<file path="src/rtl/pipeline_pkg.sv">
// Shared pipeline definitions: execution-controller state encoding and the
// HALT instruction word. The debug unit decodes the controller's `state`
// readback with the STATE_* constants below.
package pipeline_pkg;

  typedef enum logic [2:0] {
    EXEC_IDLE  = 3'd0,
    EXEC_RUN   = 3'd1,
    EXEC_STEP  = 3'd2,
    EXEC_DRAIN = 3'd3,
    EXEC_DONE  = 3'd4
  } exec_state_t;

  localparam logic [31:0] HALT_INSTR = 32'hFFFF_FFFF;

  localparam logic [2:0] STATE_IDLE  = 3'd0;
  localparam logic [2:0] STATE_RUN   = 3'd1;
  localparam logic [2:0] STATE_STEP  = 3'd2;
  localparam logic [2:0] STATE_DRAIN = 3'd3;
  localparam logic [2:0] STATE_DONE  = 3'd4;

  // Pipeline advances in every state except IDLE and DONE.
  function automatic logic state_advances(input logic [2:0] s);
    return (s == STATE_RUN) || (s == STATE_STEP) || (s == STATE_DRAIN);
  endfunction

endpackage

</file>
<file path="src/rtl/pipeline_exec_ctrl_sat_counter.sv">
// Saturating up-counter with enable and synchronous clear.
module sat_counter #(
  parameter int W = 32
) (
  input  logic         clk,
  input  logic         clr,
  input  logic         en,
  output logic [W-1:0] count
);

  // Count enabled cycles, holding at all-ones instead of wrapping.
  always_ff @(posedge clk) begin
    if (clr) begin
      count <= '0;
    end else if (en && (count != {W{1'b1}})) begin
      count <= count + W'(1);
    end
  end

endmodule

</file>
<file path="src/rtl/pipeline_exec_ctrl.sv">
// Pipeline execution controller: generates the shared segment/PC clock
// enable, sequences run / single-step / halt-drain under debug commands.
// Optional feature macro: EXEC_CTRL_CYCLE_CNT_EN (enables cycle_count;
// otherwise cycle_count is tied to zero).
//
// state | meaning
// IDLE  | paused, pipeline frozen, waiting for a debug command
// RUN   | continuous execution until HALT fetch or cmd_halt
// STEP  | exactly one enabled cycle, then back to IDLE (or DONE)
// DRAIN | HALT fetched, retiring in-flight instructions
// DONE  | HALT retired, frozen until reset
module pipeline_exec_ctrl
  import pipeline_pkg::*;
#(
  parameter int DRAIN_CYCLES = 4,
  parameter int CNT_W        = 32
) (
  input  logic             clk,
  input  logic             reset,
  input  logic             cmd_run,
  input  logic             cmd_step,
  input  logic             cmd_halt,
  input  logic [31:0]      if_instruction,
  output logic             clk_en,
  output logic [2:0]       state,
  output logic             step_done,
  output logic             halted,
  output logic [CNT_W-1:0] cycle_count
);

  localparam logic [3:0] DRAIN_LOAD = 4'(DRAIN_CYCLES);

  logic [2:0] state_q, state_d;
  logic [3:0] drain_q, drain_d;
  logic       step_done_d;
  logic       halt_det;

  assign clk_en = state_advances(state_q);
  assign state  = state_q;
  assign halted = (state_q == STATE_DONE);

  // A HALT fetched while a drain is already pending must not restart it.
  assign halt_det = clk_en && (if_instruction == HALT_INSTR) && (drain_q == 4'd0);

  // Next-state, drain countdown and step-completion decode.
  always_comb begin
    state_d     = state_q;
    drain_d     = drain_q;
    step_done_d = 1'b0;
    case (state_q)
      STATE_IDLE: begin
        // cmd_halt has top priority and does nothing here, masking the others.
        if (!cmd_halt) begin
          if (cmd_step) begin
            state_d = STATE_STEP;
          end else if (cmd_run) begin
            state_d = (drain_q == 4'd0) ? STATE_RUN : STATE_DRAIN;
          end
        end
      end
      STATE_RUN: begin
        if (halt_det) begin
          state_d = STATE_DRAIN;
          drain_d = DRAIN_LOAD;
        end else if (cmd_halt) begin
          state_d = STATE_IDLE;
        end
      end
      STATE_STEP: begin
        step_done_d = 1'b1;
        state_d     = STATE_IDLE;
        if (halt_det) begin
          drain_d = DRAIN_LOAD;
        end else if (drain_q != 4'd0) begin
          drain_d = drain_q - 4'd1;
          if (drain_q == 4'd1) begin
            state_d = STATE_DONE;
          end
        end
      end
      STATE_DRAIN: begin
        // The pause cycle itself is enabled, so it still consumes a count.
        drain_d = (drain_q == 4'd0) ? 4'd0 : drain_q - 4'd1;
        if (drain_q <= 4'd1) begin
          state_d = STATE_DONE;
        end else if (cmd_halt) begin
          state_d = STATE_IDLE;
        end
      end
      STATE_DONE: begin
        state_d = STATE_DONE;
      end
      default: begin
        state_d = STATE_IDLE;
        drain_d = 4'd0;
      end
    endcase
  end

  // State, drain counter and step_done registers with synchronous reset.
  always_ff @(posedge clk) begin
    if (reset) begin
      state_q   <= STATE_IDLE;
      drain_q   <= 4'd0;
      step_done <= 1'b0;
    end else begin
      state_q   <= state_d;
      drain_q   <= drain_d;
      step_done <= step_done_d;
    end
  end

`ifdef EXEC_CTRL_CYCLE_CNT_EN
  sat_counter #(
    .W(CNT_W)
  ) u_cycle_cnt (
    .clk  (clk),
    .clr  (reset),
    .en   (clk_en),
    .count(cycle_count)
  );
`else
  assign cycle_count = '0;
`endif

endmodule

</file>
<file path="config.mk">
export PLATFORM = sky130hd
export DESIGN_NAME = pipeline_exec_ctrl
export DESIGN_NICKNAME = d
export VERILOG_FILES = /design/src/rtl/pipeline_pkg.sv /design/src/rtl/pipeline_exec_ctrl_sat_counter.sv /design/src/rtl/pipeline_exec_ctrl.sv
export SDC_FILE = /design/constraint.sdc
export NUM_CORES = 1
export LEC_CHECK = 0
export CAP_MARGIN = 40
export CORE_MARGIN = 5
export CORE_UTILIZATION = 30
export DETAILED_ROUTE_END_ITERATION = 6
export PLACE_DENSITY = 0.76
export SYNTH_ARGS = -nofsm -noshare
export SYNTH_HDL_FRONTEND = slang
export SYNTH_HIERARCHICAL = 1
export SYNTH_SLANG_ARGS = --single-unit
</file>
<file path="constraint.sdc">
create_clock -name clk -period 4.9 [get_ports clk]
set_clock_uncertainty 0.2 [all_clocks]
set_input_delay 0.98 -clock clk [delete_from_list [all_inputs] [get_ports clk]]
set_output_delay 0.98 -clock clk [all_outputs]
set_load 0.02 [all_outputs]
</file>
==> results.sh, run 1 <==
export IMPL_io_buffer_count=42
export IMPL_reg2reg_from="drain_q[0]$_SDFFE_PP0P_"
export IMPL_fillers=297
export IMPL_hold_buffers=0
export IMPL_ioPinCount=75
export IMPL_place_gp_congestion=0.786
export IMPL_ys_warnings_count=6
export IMPL_cp_end_kind="output pin"
export IMPL_area_growth_synth_to_final_pct=36.5
export IMPL_grt_pass1_wl_mm=3.82
export IMPL_ant_nets=0
export IMPL_crit_fanout=12
export IMPL_regArea_um2=160
export IMPL_syn_inst=115
export IMPL_grt_util_met3_pct=1.21
export IMPL_die_area_um2=4200
export IMPL_drive_above_1_share_pct=9.09
export IMPL_grt_start_max_net_pins=13
export IMPL_drt_total_wl_mm=2.41
export IMPL_cp_slowest_stage_delay_ns=0.61
export IMPL_yosys_cell_types_count=39
export IMPL_status="completed"
export IMPL_busiest_layer="met2"
export IMPL_cts_resized=0
export IMPL_cap_violations=0
export IMPL_fmax_ghz=0.318
export IMPL_critPathRequiredTime_ns=3.72
export IMPL_h_tree_depth=1
export IMPL_drc_errors=0
export IMPL_routedWlPerCell_um=13.0
export IMPL_die_width_um=64.8
export IMPL_placed_area_um2=1210
export IMPL_final_cell_mix="clkdlybuf4s50_1, conb_1, nor2_1"
export IMPL_grtUsageMet2_pct=22.7
export IMPL_critPathBufInv=2
export IMPL_place_ws_ns=1.86
export IMPL_overflow=0
export IMPL_setup_ws_ns=1.75
export IMPL_crit_family="buffers and inverters"
export IMPL_power_leakage_uw=0.000503
export IMPL_nets=196
export IMPL_path_clk_slew_ns=0.07
export IMPL_hp_class="reg2reg"
export IMPL_cts_buffer_depth=2
export IMPL_tns_ns=0
export IMPL_multi_input_area_um2=571
export IMPL_antenna_found_initial=0
export IMPL_std_cell_rows=19
export IMPL_core_area_um2=2830
export IMPL_startpoint="state[1]$_SDFFE_PP0P_"
export IMPL_syn_area_per_cell_um2=7.84
export IMPL_setup_violations=0
export IMPL_initial_utilization_pct=31.9
export IMPL_clockRootBuffer="clkbuf_4"
export IMPL_antenna_cells=0
export IMPL_min_from="drain_q[2]$_SDFFE_PP0P_"
export IMPL_cts_setup_buffers=0
export IMPL_crit_type="reg2out"
export IMPL_finish_utilization_pct=43.5
export IMPL_ir_worst_vdd_v=0.0000599
export IMPL_start_kind="flop"
export IMPL_drtIter0Drc=31
export IMPL_path_cells="nor2_4, or2_2, inv_1, clkdlybuf4s50_1"
export IMPL_via_count=860
export IMPL_numCtsBuffers=3
export IMPL_grt_use_total_pct=11.3
export IMPL_hold_violations=0
export IMPL_powerDensity_nw_per_um2=199
export IMPL_hpwl_mm=2.08
export IMPL_slowest_stage="clkdlybuf4s50_1"
export IMPL_finalPower_uw=246
export IMPL_fp_dieH_um=64.8
export IMPL_synth_area_um2=902
export IMPL_cts_tree="done"
export IMPL_grt_pass1_vias=894
export IMPL_postLayoutCellArea_um2=1230
export IMPL_met1_usage_pct=11.9
export IMPL_layout_commonest_cell="clkdlybuf4s50_1"
export IMPL_grt_setup_unrepaired="no"
export IMPL_clock_latency_ns=0.26
export IMPL_via_per_inst=4.65
export IMPL_crit_arrival_ns=1.97
export IMPL_clock_sinks=8
export IMPL_drtPass1Iterations=4
export IMPL_post_route_min_period_ns=3.15
export IMPL_synth_seq_cells=8
export IMPL_finalMaxSlewViolations=0
export IMPL_min_period_over_period_pct=64.2
export IMPL_synth_seq_area_share_pct=17.8
## cell usage after synthesis
cell	instances	area share, %
a211oi_1	1	0.83
a21oi_1	1	0.55
a31o_2	1	0.97
a31oi_1	5	3.5
and2_1	1	0.69
buf_1	1	0.42
buf_2	2	1.1
buf_4	32	27
buf_6	1	1.2
clkbuf_1	1	0.42
conb_1	1	0.42
dfxtp_1	8	18
ha_1	3	4.2
inv_1	5	2.1
nand2_1	3	1.2
nand2_2	1	0.69
nand3_1	1	0.55
nand3b_1	1	0.83
nand4_1	6	4.2
nand4_2	3	4.2
nor2_1	9	3.7
nor2_4	1	1.2
nor3_1	4	2.2
nor3b_1	1	0.83
nor4_2	1	1.4
nor4_4	1	2.4
nor4b_1	1	0.97
o211ai_1	1	0.83
o21a_1	1	0.83
o21ai_0	4	2.2
o31ai_1	3	2.5
o32a_2	1	1.2
o32ai_1	1	0.97
or2_2	1	0.69
or2b_1	1	0.83
or3_1	3	2.1
or3_2	1	0.83
or4_1	1	0.83
xnor2_1	1	0.97
## where the power goes
| part | internal, µW | switching, µW |
|---|---|---|
| Clock | 28.2 | 25.1 |
| Combinational | 51.2 | 63.4 |
| Sequential | 69.5 | 8.20 |
| Total | 149 | 96.7 |
## kinds of logic (layout without fill, tap and decap cells)
kind of cell / count (synthesis) / after routing / share of synthesized area, %
flip-flops: 8 / 8 / 17.8
other: 1 / 32 / 0.416
XOR/XNOR: 1 / 1 / 0.971
AO/OA/AOI/OAI: 19 / 19 / 14.4
AND/OR/NAND/NOR: 41 / 41 / 30.4
buffers and inverters: 42 / 50 / 31.9
adder cells (fa/ha/maj): 3 / 3 / 4.16
## path summary, 6_finish.rpt
check                            end  slack, ns  depth (start not counted)
min          drain_q[2]$_SDFFE_PP0P_       0.36                          2
max reg2reg    state[0]$_SDFFE_PP0P_       2.90                          7
min reg2reg  drain_q[2]$_SDFFE_PP0P_       0.36                          2
max                           clk_en       1.75                          4
## tightest hold or removal path: stages (launching register included)
cell     delay, ns
dfxtp_1       0.37
inv_1         0.07
o32ai_1       0.08
## state kept, by name, indices dropped and copies added, names as in the netlist
| signal | cells |
|---|---|
| step_done | 1 |
| state | 3 |
| drain_q | 4 |
## routing by layer
| metal | routed length [µm] | up-vias |
|---|---|---|
| li1 | - | 424 |
| met5 | 0 | - |
| met3 | 156 | 2 |
| met2 | 1390 | 36 |
| met1 | 847 | 398 |
| met4 | 16 | 0 |
## layout make-up
cell class | instances | area share (%)
Sequential cell | 8 | 13.0
Inverter | 5 | 1.52
Clock buffer | 3 | 1.83
Timing Repair Buffer | 42 | 34.1
Multi-Input combinational cell | 96 | 46.3
Tap cell | 31 | 3.15
## metrics by stage
stage | hold slack [ns] | cells
3_3_place_gp | 0.329 | 182
3_5_place_dp | 0.350 | 182
4_1_cts | 0.361 | 185
6_report | 0.365 | 185
5_1_grt | 0.414 | 185
2_1_floorplan | 0.308 | 146
No activity file was read; power rests on OpenSTA's default activity.
==> run 2, diff against run 1 <==
Clock period 4.9 ns to 3.2 ns, I/O delays scaled along.
==> results of run 2 <==
Same layout as run 1 (identical final DEF). Status: completed.
Main changes from that run: setup slack after placement 1.86 ns -> 0.503 ns; setup slack after layout 1.75 ns -> 0.394 ns; register-to-register setup slack 2.90 ns -> 1.20 ns; total power 246 µW -> 376 µW; worst IR drop on VDD 0.0000599 V -> 0.0000917 V
